`src/rtl/alu_mul_sequencer.sv`:
```
// alu_mul_sequencer
//
// Multi-cycle shift-and-add multiplier that borrows the core's shared
// combinational ALU. The product is W bits wide (modulo 2^W).
//
// While idle, the core's direct ALU request (ext_*) passes straight through to
// the ALU. While busy, the sequencer owns the ALU and issues ADD, LSH and RSH
// operations to step the multiply one bit of the multiplier at a time.
//
// The ALU's LSH and RSH opcodes are expected to shift operand A by one bit
// position. The sequencer drives operand B to zero for those operations.
//
// Ports
//   clk_i            clock; all state updates happen on the rising edge
//   reset_i          asynchronous, active-high reset
//   start_i          multiply request; accepted only while busy_o is low
//   mul_a_i, mul_b_i multiplicand and multiplier, sampled on an accepted start
//   busy_o           high from the cycle after accept until the result is taken
//   result_o         product; meaningful only while result_valid_o is high
//   result_valid_o   result available; result_o is held stable while high
//   result_ready_i   consumer takes the result when high with result_valid_o
//   ext_a_i/b_i/op_i core's direct ALU request, passed through while idle
//   ext_gnt_o        high when ext_* owns the ALU (the inverse of busy_o)
//   alu_a_o/b_o/op_o ALU operand and opcode mux outputs
//   alu_out_i        combinational ALU result
module alu_mul_sequencer #(
  parameter int             W      = 8,
  parameter int             Ops    = 4,
  parameter logic [Ops-1:0] OP_ADD = Ops'(0),
  parameter logic [Ops-1:0] OP_LSH = Ops'(4),
  parameter logic [Ops-1:0] OP_RSH = Ops'(5)
) (
  input  logic           clk_i,
  input  logic           reset_i,
  input  logic           start_i,
  input  logic [W-1:0]   mul_a_i,
  input  logic [W-1:0]   mul_b_i,
  output logic           busy_o,
  output logic [W-1:0]   result_o,
  output logic           result_valid_o,
  input  logic           result_ready_i,
  input  logic [W-1:0]   ext_a_i,
  input  logic [W-1:0]   ext_b_i,
  input  logic [Ops-1:0] ext_op_i,
  output logic           ext_gnt_o,
  output logic [W-1:0]   alu_a_o,
  output logic [W-1:0]   alu_b_o,
  output logic [Ops-1:0] alu_op_o,
  input  logic [W-1:0]   alu_out_i
);

  typedef enum logic [2:0] {
    S_IDLE = 3'd0,
    S_EVAL = 3'd1,
    S_ADDS = 3'd2,
    S_SHA  = 3'd3,
    S_SHB  = 3'd4,
    S_DONE = 3'd5
  } state_e;

  state_e       state_q, state_d;
  logic [W-1:0] acc_q, acc_d;
  logic [W-1:0] ra_q, ra_d;
  logic [W-1:0] rb_q, rb_d;

  // State and datapath registers
  always_ff @(posedge clk_i or posedge reset_i) begin
    if (reset_i) begin
      state_q <= S_IDLE;
      acc_q   <= '0;
      ra_q    <= '0;
      rb_q    <= '0;
    end else begin
      state_q <= state_d;
      acc_q   <= acc_d;
      ra_q    <= ra_d;
      rb_q    <= rb_d;
    end
  end

  // Next-state logic. Each pass of the loop retires one multiplier bit:
  // EVAL tests it, ADDS folds the shifted multiplicand in when the bit is
  // set, and SHA/SHB advance both operands by one bit position. The loop ends
  // as soon as the remaining multiplier is zero, so high zero bits cost nothing.
  always_comb begin
    state_d = state_q;
    case (state_q)
      S_IDLE: if (start_i) state_d = S_EVAL;
      S_EVAL: begin
        if (rb_q == '0)   state_d = S_DONE;
        else if (rb_q[0]) state_d = S_ADDS;
        else              state_d = S_SHA;
      end
      S_ADDS: state_d = S_SHA;
      S_SHA:  state_d = S_SHB;
      S_SHB:  state_d = S_EVAL;
      // A start in the same cycle as the handshake is deliberately not
      // looked at; it is seen from IDLE on the following cycle.
      S_DONE: if (result_ready_i) state_d = S_IDLE;
      default: state_d = S_IDLE;
    endcase
  end

  // Datapath register updates. All arithmetic goes through the shared ALU;
  // the ALU result is captured into whichever register the state is updating.
  always_comb begin
    acc_d = acc_q;
    ra_d  = ra_q;
    rb_d  = rb_q;
    case (state_q)
      S_IDLE: begin
        if (start_i) begin
          ra_d  = mul_a_i;
          rb_d  = mul_b_i;
          acc_d = '0;
        end
      end
      S_ADDS: acc_d = alu_out_i;  // carry out of bit W-1 is dropped
      S_SHA:  ra_d  = alu_out_i;
      S_SHB:  rb_d  = alu_out_i;
      default: ;
    endcase
  end

  // ALU operand/opcode mux. EVAL and DONE do not need the ALU, so they park it
  // on a harmless 0 + 0.
  always_comb begin
    alu_a_o  = '0;
    alu_b_o  = '0;
    alu_op_o = OP_ADD;
    case (state_q)
      S_IDLE: begin
        alu_a_o  = ext_a_i;
        alu_b_o  = ext_b_i;
        alu_op_o = ext_op_i;
      end
      S_ADDS: begin
        alu_a_o  = acc_q;
        alu_b_o  = ra_q;
        alu_op_o = OP_ADD;
      end
      S_SHA: begin
        alu_a_o  = ra_q;
        alu_op_o = OP_LSH;
      end
      S_SHB: begin
        alu_a_o  = rb_q;
        alu_op_o = OP_RSH;
      end
      default: ;
    endcase
  end

  assign busy_o         = (state_q != S_IDLE);
  assign ext_gnt_o      = ~busy_o;
  assign result_valid_o = (state_q == S_DONE);
  assign result_o       = acc_q;

endmodule

```
`config.mk`:
```
export PLATFORM = sky130hd
export DESIGN_NAME = alu_mul_sequencer
export DESIGN_NICKNAME = d
export VERILOG_FILES = /design/src/rtl/alu_mul_sequencer.sv
export SDC_FILE = /design/constraint.sdc
export NUM_CORES = 1
export LEC_CHECK = 0
export ABC_AREA = 0
export CORE_UTILIZATION = 37
export DETAILED_ROUTE_END_ITERATION = 8
export PLACE_DENSITY_LB_ADDON = 0.25
export SYNTH_ARGS = -nofsm -noshare
export SYNTH_HDL_FRONTEND = slang
export SYNTH_SLANG_ARGS = --single-unit
```
`constraint.sdc`:
```
create_clock -name clk_i -period 1.75 [get_ports clk_i]
set_input_delay 0.2625 -clock clk_i [delete_from_list [all_inputs] [get_ports clk_i]]
set_output_delay 0.2625 -clock clk_i [all_outputs]
set_load 0.01 [all_outputs]
```
# ---- After elaboration in Yosys (flattened, before gate mapping)
# Cells that the tools add are included.
# Widths: inputs -> output; s select.
dict set report totals {
  reg_bits 27
  out_inout_bits 31
  elab_cells 36
}
dict set report op_classes {
  n_eq_ne 7
  muxes 14
  bitwise 1
  n_reduce_logical 10
}
# cell n
set op_table {}
lappend op_table {{$pmux 8 s2} 4}
lappend op_table {{$pmux 8 s4} 1}
lappend op_table {{$mux 8} 3}
lappend op_table {{$pmux 3 s6} 1}
lappend op_table {{$pmux 4 s3} 1}
lappend op_table {{$mux 3} 3}
lappend op_table {{$logic_not 8->1} 1}
lappend op_table {{$reduce_and 2->1} 4}
lappend op_table {{$eq 3x2->1 const B} 2}
lappend op_table {{$eq 3x3->1 const B} 2}
lappend op_table {{$reduce_bool 2->1} 3}
lappend op_table {{$eq 3x1->1 const B} 1}
lappend op_table {{$logic_not 3->1} 1}
lappend op_table {{$reduce_bool 3->1} 1}
lappend op_table {{$ne 2x1->1 const B} 1}
lappend op_table {{$ne 2x2->1 const B} 1}
lappend op_table {{$mux 1} 1}
lappend op_table {{$not 1->1} 1}

# ---- Logic depth before layout (Yosys ltp)
dict set report depth {
  word_depth 3
  ltp_mapped 5
}

# ---- Worst setup path before layout
# Ideal clock, no wire load.
dict set report synth_timing {
  path_type {register to register}
  startpoint {register state_q[1]}
  endpoint {register rb_q[5]}
  setup_ps 125
  arrival_ps 1570
  required_time_ps 1625
  slack_ps 56
  stages_incl_launch_ff 6
  path_buffers 2
  synth_period_minus_slack_ps 1694
  path_cell_list {dfrtp_1 -> buf_6 -> nor3b_4 -> buf_4 -> mux2_2 -> mux2_2}
}
dict set report synth_between {
  elab_chain_cells 3
  elab_cells_between_ends 6
  cone_classes {2 x eq/ne; 1 x mux; 3 x reduce/logical}
}
# item line
set synth_rtl {}
lappend synth_rtl {{from (decl)} 61} ;# state_e state_q, state_d;
lappend synth_rtl {{from (signal assigned)} 74} ;# state_q <= state_d;
lappend synth_rtl {{$eq 3x3->1 or $logic_not 3->1 (tied branches)} 110} ;# case (state_q)
lappend synth_rtl {{$reduce_bool 2->1 (no line) or $ne 2x2->1 (tied branches)} -}
lappend synth_rtl {{$reduce_and 2->1 (no line)} -}
lappend synth_rtl {{to (signal assigned)} 77} ;# rb_q <= rb_d;
lappend synth_rtl {{to (decl)} 64} ;# logic [W-1:0] rb_q, rb_d;
# Parallel ways exist; a longest one is shown, timed or not.
# A chain may end at the register's enable or synchronous reset.

# ---- Worst setup path in the final report
dict set report layout_timing {
  startpoint {register state_q[0]}
  endpoint {output port alu_a_o[3]}
}
dict set report layout_between {
  elab_chain_cells 2
  elab_cells_between_ends 5
  cone_classes {3 x eq/ne; 1 x mux; 1 x reduce/logical}
}
# item line
set layout_rtl {}
lappend layout_rtl {{$eq 3x3->1 (tied with other cells)} 131} ;# case (state_q)
lappend layout_rtl {{$pmux 8 s4 (*)} 131}
lappend layout_rtl {{to (decl)} 46} ;# output logic [W-1:0] alu_a_o,
# Mark *: on every way between the ends. The rest lies on a longest branch, timed or not.

==> summary by stage <==
Job
Max-cap violations in this run came to 0.

Outcome
The checks that failed: negative setup slack. The flow ran to the end, but the final reports show violations.

Route
The first detailed-routing pass took 4 iterations. The post-detailed-route wirelength per cell is about 19 µm. The number of nets still failing antenna checks after routing is 0. The total wire length is 5990 µm. After detailed routing, the number of remaining DRC violations is 0.

The iteration-0 DRC count of the detailed router is 63. Dividing the detail-routed via count by the number of cells gives 5.55. The routed layout has 1738 vias.

Global routing
The total overflow reported by the global router is 0. The total routing resource utilization after global routing is 0.268. The first global-routing pass estimated 8930 µm of wire.

The via count of the first global-routing pass was 1812. The number of antenna violations at the first check in global routing is 0. The pin count of the biggest net entering global routing is 28.

STA
The highest achievable clock rate is 0.489 GHz. In the post-route analysis, the smallest setup slack over all paths is -295 ps. Setup violations remaining at the end of the flow were counted as 34.

Setup repair after global routing could not meet its margin everywhere. The final hold violation count is 0. Between clock sinks in the finished design, the worst skew comes to around 2.0 ps.

The max-slew violation total from the final report is 0. The worst slew margin relative to its limit is 0.431. Final hold analysis gives a worst-case slack of around 330 ps.

At the pin with the least slew margin, the transition time is ~850 ps. Adding up every negative setup slack in the final design gives -5770 ps. After layout, the minimum clock period comes to 2040 ps. Of the available clock period, the critical path in the final layout requires 1.17.

Logic synthesis
Summing every instance area after synthesis gives 1620 µm². The flop and latch count out of synthesis is 27. In this run the mean area of a mapped cell was 11.9 µm².

The total number of yosys warnings is 0. Synthesis handed over a netlist of 136 instances. The number of different library cells used by synthesis comes to 28. The sequential-to-total area share from yosys stat is 0.417. The net count of the mapped netlist is roughly 180.

Die
For this configuration, the core starts out at a cell density of 0.394. The die covers 4650 µm². The number of I/O pins is slightly below 80.

In this run the core area contains 23 standard-cell rows. The die is 68.2 µm tall. The core region is about 4100 µm². The floorplan step set the die width to 68.2 µm.

Clocking
The clock latency at the later pin of the worst-skew pair is between 200 and 300 ps. The clock slew at the register clock pins of the worst setup and hold paths is 100 ps. CTS placed an instance of sky130_fd_sc_hd__clkbuf_8 at the clock tree root. Counting along the longest clock path gives a buffer depth of 2. The number of clock buffers inserted by TritonCTS is 3.

CTS built an H-tree with a depth of 1. TritonCTS built the clock tree. The cts-stage hold buffer count is 0. Clock tree synthesis found a total of 27 sinks.

Setup path
By startpoint and endpoint, the worst setup path is classified as reg2out. Data on the critical path arrives at its endpoint at between 1500 and 2000 ps. The depth of the most critical reg-to-reg path is 7.

The critical path required time is 1490 ps. The sort of element at the end of the critical path is an output port. The kind of start point of the critical path is a flip-flop. The largest fanout on the critical path is 4.

Pwr
The final total power is between 5 and 6 mW. The analysis attributes to cell leakage a power of 1.38 nW. The combinational power share is 0.689. The switching part of the total is 0.384. Of the total power, the clock network draws 0.070. In this run the power spent charging and discharging nets is 2.02 mW. The cell-internal power is 3.25 mW. Of the total power, registers draw 0.241. The peak supply drop is 0.797 mV. For this design the ratio of total power to cell area is ~1800 nW/µm².

Place
The quantity of I/O buffers inserted on ports is between 70 and 80. The instance count after placement with tap cells included is 280. The worst slack after detailed placement is -351 ps. Routability-driven placement finished with a final weighted congestion of 0.793. The detailed placement HPWL is 3710 µm.

Finish
The final layout net count is 312. Registers take 677 µm². The final standard cell count with taps included and fillers excluded is 313. The filler cell count in the final layout is 282. The area of the multi-input gates is 960 µm².

The area added between synthesis and finish is 83.8%. In the final layout, the share of cells above drive strength 1 is 0.479. The repair_antennas step left the layout with diodes totalling 0.

Hold path
The type of the worst min-delay path is in2async.
-- worst paths after layout --
kind	slack, ps	end	startpoint
worst max-delay path	-290	alu_a_o[3]	state_q[0]
worst min-delay path	330	ra_q[6]	reset_i
worst max register to register	-140	rb_q[3]	state_q[0]
worst min register to register	550	result_o[2]	result_o[2]
max in group asynchronous	1140	state_q[2]	reset_i
min in group clk_i	550	result_o[2]	result_o[2]
-- area by class of cell --
class                      instances  area share
timing repair buffer             133       0.410
tap                               50      0.0210
inverter                           3     0.00378
multi-input combinational         96       0.322
sequential                        27       0.227
clock buffer                       3      0.0139
clock inverter                     1     0.00168
-- registers in the layout, indices dropped and copies added (netlist names) --
register and count:
ra_q 8, state_q 3, result_o 8, rb_q 8
-- kinds of logic (layout without fill, tap and decap cells) --
group	count (synthesis)	count (layout)	synth area share
compound gates	45	45	0.235
mux	32	32	0.222
flops	27	27	0.417
simple gates	19	19	0.0795
buf+inv	13	140	0.0463
-- worst max-delay path, cell delays in order (launching register included) --
cell	delay [ps]
sky130_fd_sc_hd__dfrtp_1	430
sky130_fd_sc_hd__buf_6	140
sky130_fd_sc_hd__nor3b_4	270
sky130_fd_sc_hd__buf_6	170
sky130_fd_sc_hd__buf_6	110
sky130_fd_sc_hd__a22o_1	150
sky130_fd_sc_hd__a221o_1	100
sky130_fd_sc_hd__buf_2	120
-- cell usage after synthesis --
cell	number	area, µm²
sky130_fd_sc_hd__nand2_1	3	11.3
sky130_fd_sc_hd__buf_6	1	11.3
sky130_fd_sc_hd__o31ai_1	1	7.51
sky130_fd_sc_hd__nor3b_4	1	18.8
sky130_fd_sc_hd__a22o_1	24	210
sky130_fd_sc_hd__inv_1	3	11.3
sky130_fd_sc_hd__dfrtp_1	27	676
sky130_fd_sc_hd__buf_2	6	30.0
sky130_fd_sc_hd__mux2_2	32	360
sky130_fd_sc_hd__nor2b_1	1	6.26
sky130_fd_sc_hd__buf_4	3	22.5
sky130_fd_sc_hd__o21ai_0	4	20.0
sky130_fd_sc_hd__a21oi_4	1	16.3
sky130_fd_sc_hd__nand3b_1	1	7.51
sky130_fd_sc_hd__or3b_4	1	11.3
sky130_fd_sc_hd__o21ai_1	1	5.00
sky130_fd_sc_hd__nor3b_2	1	12.5
sky130_fd_sc_hd__o311a_1	1	10.0
sky130_fd_sc_hd__nor3_1	1	5.00
sky130_fd_sc_hd__nor2_1	4	15.0
sky130_fd_sc_hd__nor3b_1	1	7.51
sky130_fd_sc_hd__or4_1	2	15.0
sky130_fd_sc_hd__a21oi_1	3	15.0
sky130_fd_sc_hd__a221o_1	8	80.1
sky130_fd_sc_hd__and2_1	2	12.5
sky130_fd_sc_hd__o21a_1	1	7.51
sky130_fd_sc_hd__nand2b_1	1	6.26
sky130_fd_sc_hd__o21ai_2	1	8.76
-- metal layers --
layer	vias to the layer above	routed length (µm)	track usage
met4	0	61	0.0990
met1	877	2420	0.300
li1	786	-	-
met2	67	3220	0.498
met3	8	288	0.0500
met5	-	0	0
-- per-stage QoR --
step / instance area, µm² / util
4_1_cts: 2900 / 0.706
3_5_place_dp: 2600 / 0.632
3_3_place_gp: 2600 / 0.632
2_1_floorplan: 1620 / -
6_report: 2980 / 0.724
5_1_grt: 2980 / 0.724
-- layout by cell type, fill, tap and decap left out --
cell type / n
sky130_fd_sc_hd__nor2b_1: 1
sky130_fd_sc_hd__buf_6: 36
sky130_fd_sc_hd__or3b_4: 1
sky130_fd_sc_hd__nand2b_1: 1
sky130_fd_sc_hd__inv_1: 2
sky130_fd_sc_hd__nor3_4: 1
sky130_fd_sc_hd__mux2_4: 14
sky130_fd_sc_hd__o21ai_1: 2
sky130_fd_sc_hd__o31ai_1: 1
sky130_fd_sc_hd__o311a_1: 1
sky130_fd_sc_hd__nor3b_1: 1
sky130_fd_sc_hd__clkbuf_2: 2
sky130_fd_sc_hd__o21ai_0: 3
sky130_fd_sc_hd__nor3b_4: 2
sky130_fd_sc_hd__o21ai_2: 1
sky130_fd_sc_hd__inv_2: 1
sky130_fd_sc_hd__o21a_1: 1
sky130_fd_sc_hd__a22o_1: 24
sky130_fd_sc_hd__or4_1: 2
sky130_fd_sc_hd__clkbuf_8: 3
sky130_fd_sc_hd__a221o_1: 8
sky130_fd_sc_hd__nor2_4: 2
sky130_fd_sc_hd__nand3b_1: 1
sky130_fd_sc_hd__nand2_1: 3
sky130_fd_sc_hd__nor2_1: 2
sky130_fd_sc_hd__mux2_2: 18
sky130_fd_sc_hd__buf_4: 22
sky130_fd_sc_hd__buf_2: 18
sky130_fd_sc_hd__clkinv_2: 1
sky130_fd_sc_hd__clkdlybuf4s50_1: 55
sky130_fd_sc_hd__a21oi_1: 3
sky130_fd_sc_hd__dfrtp_2: 1
sky130_fd_sc_hd__and2_4: 2
sky130_fd_sc_hd__a21oi_4: 1
sky130_fd_sc_hd__dfrtp_1: 26
-- timing repair --
action	4_1_cts	5_1_grt
gates cloned	2	0
resized for setup	130	29
pin swaps	13	13
setup endpoints to repair	35	39
buffers inserted	26	6
-- power by group through the flow --
| stage | logic (mW) | clock network, mW | registers (mW) |
|---|---|---|---|
| detailed placement | 3.00 | 0 | 1.23 |
| floorplan | 1.56 | 0 | 1.18 |
| CTS | 3.44 | 0.366 | 1.24 |
| global placement | 2.94 | 0 | 1.22 |
| finish | 3.63 | 0.371 | 1.27 |
| global route | 3.87 | 0.402 | 1.31 |
Note: power is estimated with default switching activity, not from simulation.
==> edit: new RTL, same settings <==
Make the reset (`reset_i`) synchronous in one clocked block. Comments in the files are not updated.
--- a/src/rtl/alu_mul_sequencer.sv
+++ b/src/rtl/alu_mul_sequencer.sv
@@ -64,7 +64,7 @@
   logic [W-1:0] rb_q, rb_d;
 
   // State and datapath registers
-  always_ff @(posedge clk_i or posedge reset_i) begin
+  always_ff @(posedge clk_i) begin
     if (reset_i) begin
       state_q <= S_IDLE;
       acc_q   <= '0;
Formal check against the unedited RTL: differs if reset_i is asserted again (counterexample within 4 cycles, from zero or initial values and one cycle with reset_i high); with reset_i held inactive, the same outputs for 10 cycles.
==> edit against the unedited design <==
- the flow still finishes with violations (negative setup slack)
- sequential cell count is the same
- total power shrank 33%
- setup slack gained 160 ps
- design area shrank 5.1%
- synthesized area grew 6.0%
- core utilization shrank 8.3 points
- combinational power shrank 39%
- wire length grew 0.79%
- critical path type unchanged
==> edit: results (changes against the unedited design) <==
stage;metric;value;unit;change
status;outcome;finished with violations;;unchanged
status;violations;negative setup slack;;unchanged
global_route;grt_pass1_wl;9818;µm;was 8928 µm
cells_and_area;regArea;549.3;µm²;was 676.9 µm²
placed_design;dp_slack;-206.1;ps;was -351.1 ps
global_route;grtUsageTotal;25.49;%;was 26.84%
synthesis;async_flop_share;0;%;was 100.0%
pwr;p_leak;1.145;nW;was 1.381 nW
worst_setup_path;slowest_delay;350;ps;was 430 ps
cells_and_area;multi_input_area;1071;µm²;was 959.7 µm²
cells_and_area;inv_count;9;;was 3
clock_network;cts_resized;104;;was 130
worst_setup_path;cp_slowest_cell;dfxtp_2;;was dfrtp_1
synthesis;synth.area.top_cells;dfxtp_1 31%, a22o_1 12%, a2111oi_2 7.0%, a211oi_2 5.8%, a21oi_1 5.0%;;was dfrtp_1 42%, mux2_2 22%, a22o_1 13%, a221o_1 4.9%, buf_2 1.9%
timing;setup_violations;16;;was 34
pwr;peakVddDrop;0.7035;mV;was 0.7972 mV
cells_and_area;buffers_excl_clock;116;;was 133
timing;final.setup.worst_slack;-135.0;ps;was -294.6 ps
cells_and_area;final_nets;342;;was 312
worst_setup_path;reg2reg_slack;150;ps;was -140 ps
drt;dr.first_iter.drc_count;159;;was 63
worst_setup_path;r2r_start;state_q[2]$_SDFFE_PP0P_;;was state_q[0]$_DFFE_PP0P_
synthesis;synth_nets;240;;was 184
drt;wl;6033;µm;was 5986 µm
cells_and_area;nFillCells;399;;was 282
global_route;use_met1;33.51;%;was 29.99%
global_route;grt_start_max_net_pins;19;;was 28
drt;met1Wirelength;2491;µm;was 2418 µm
cells_and_area;multi_input_comb_cells;137;;was 96
synthesis;synth_compound_area_share;40.42;%;was 23.47%
## edit: changes by cell type in the layout (fill, tap and decap cells not counted), moves of 4 or more
cell,before,now
and2_1,0,4
nand2_1,3,9
mux2_4,14,0
a211oi_2,0,8
o21ai_0,3,10
a2111oi_2,0,8
dfrtp_1,26,0
dfxtp_1,0,24
mux2i_1,0,8
buf_6,36,13
a21oi_1,3,17
inv_1,2,9
nor2_1,2,18
mux2_2,18,0
## edit: power by group
group / internal (mW) / total [mW] / switching [mW]
Clock: 0.159 / 0.353 / 0.193
Sequential: 0.771 / 0.938 / 0.167
Combinational: 1.21 / 2.23 / 1.02
Total: 2.14 / 3.53 / 1.38
## edit: metrics by stage
step | util [%] | setup TNS [ps] | area (µm²)
floorplan | - | 0 | 1718
global placement | 60.32 | -2623 | 2663
detailed placement | 60.32 | -2969 | 2663
CTS | 64.34 | -1548 | 2840
global route | 64.03 | -2068 | 2826
finish | 64.03 | -1214 | 2826
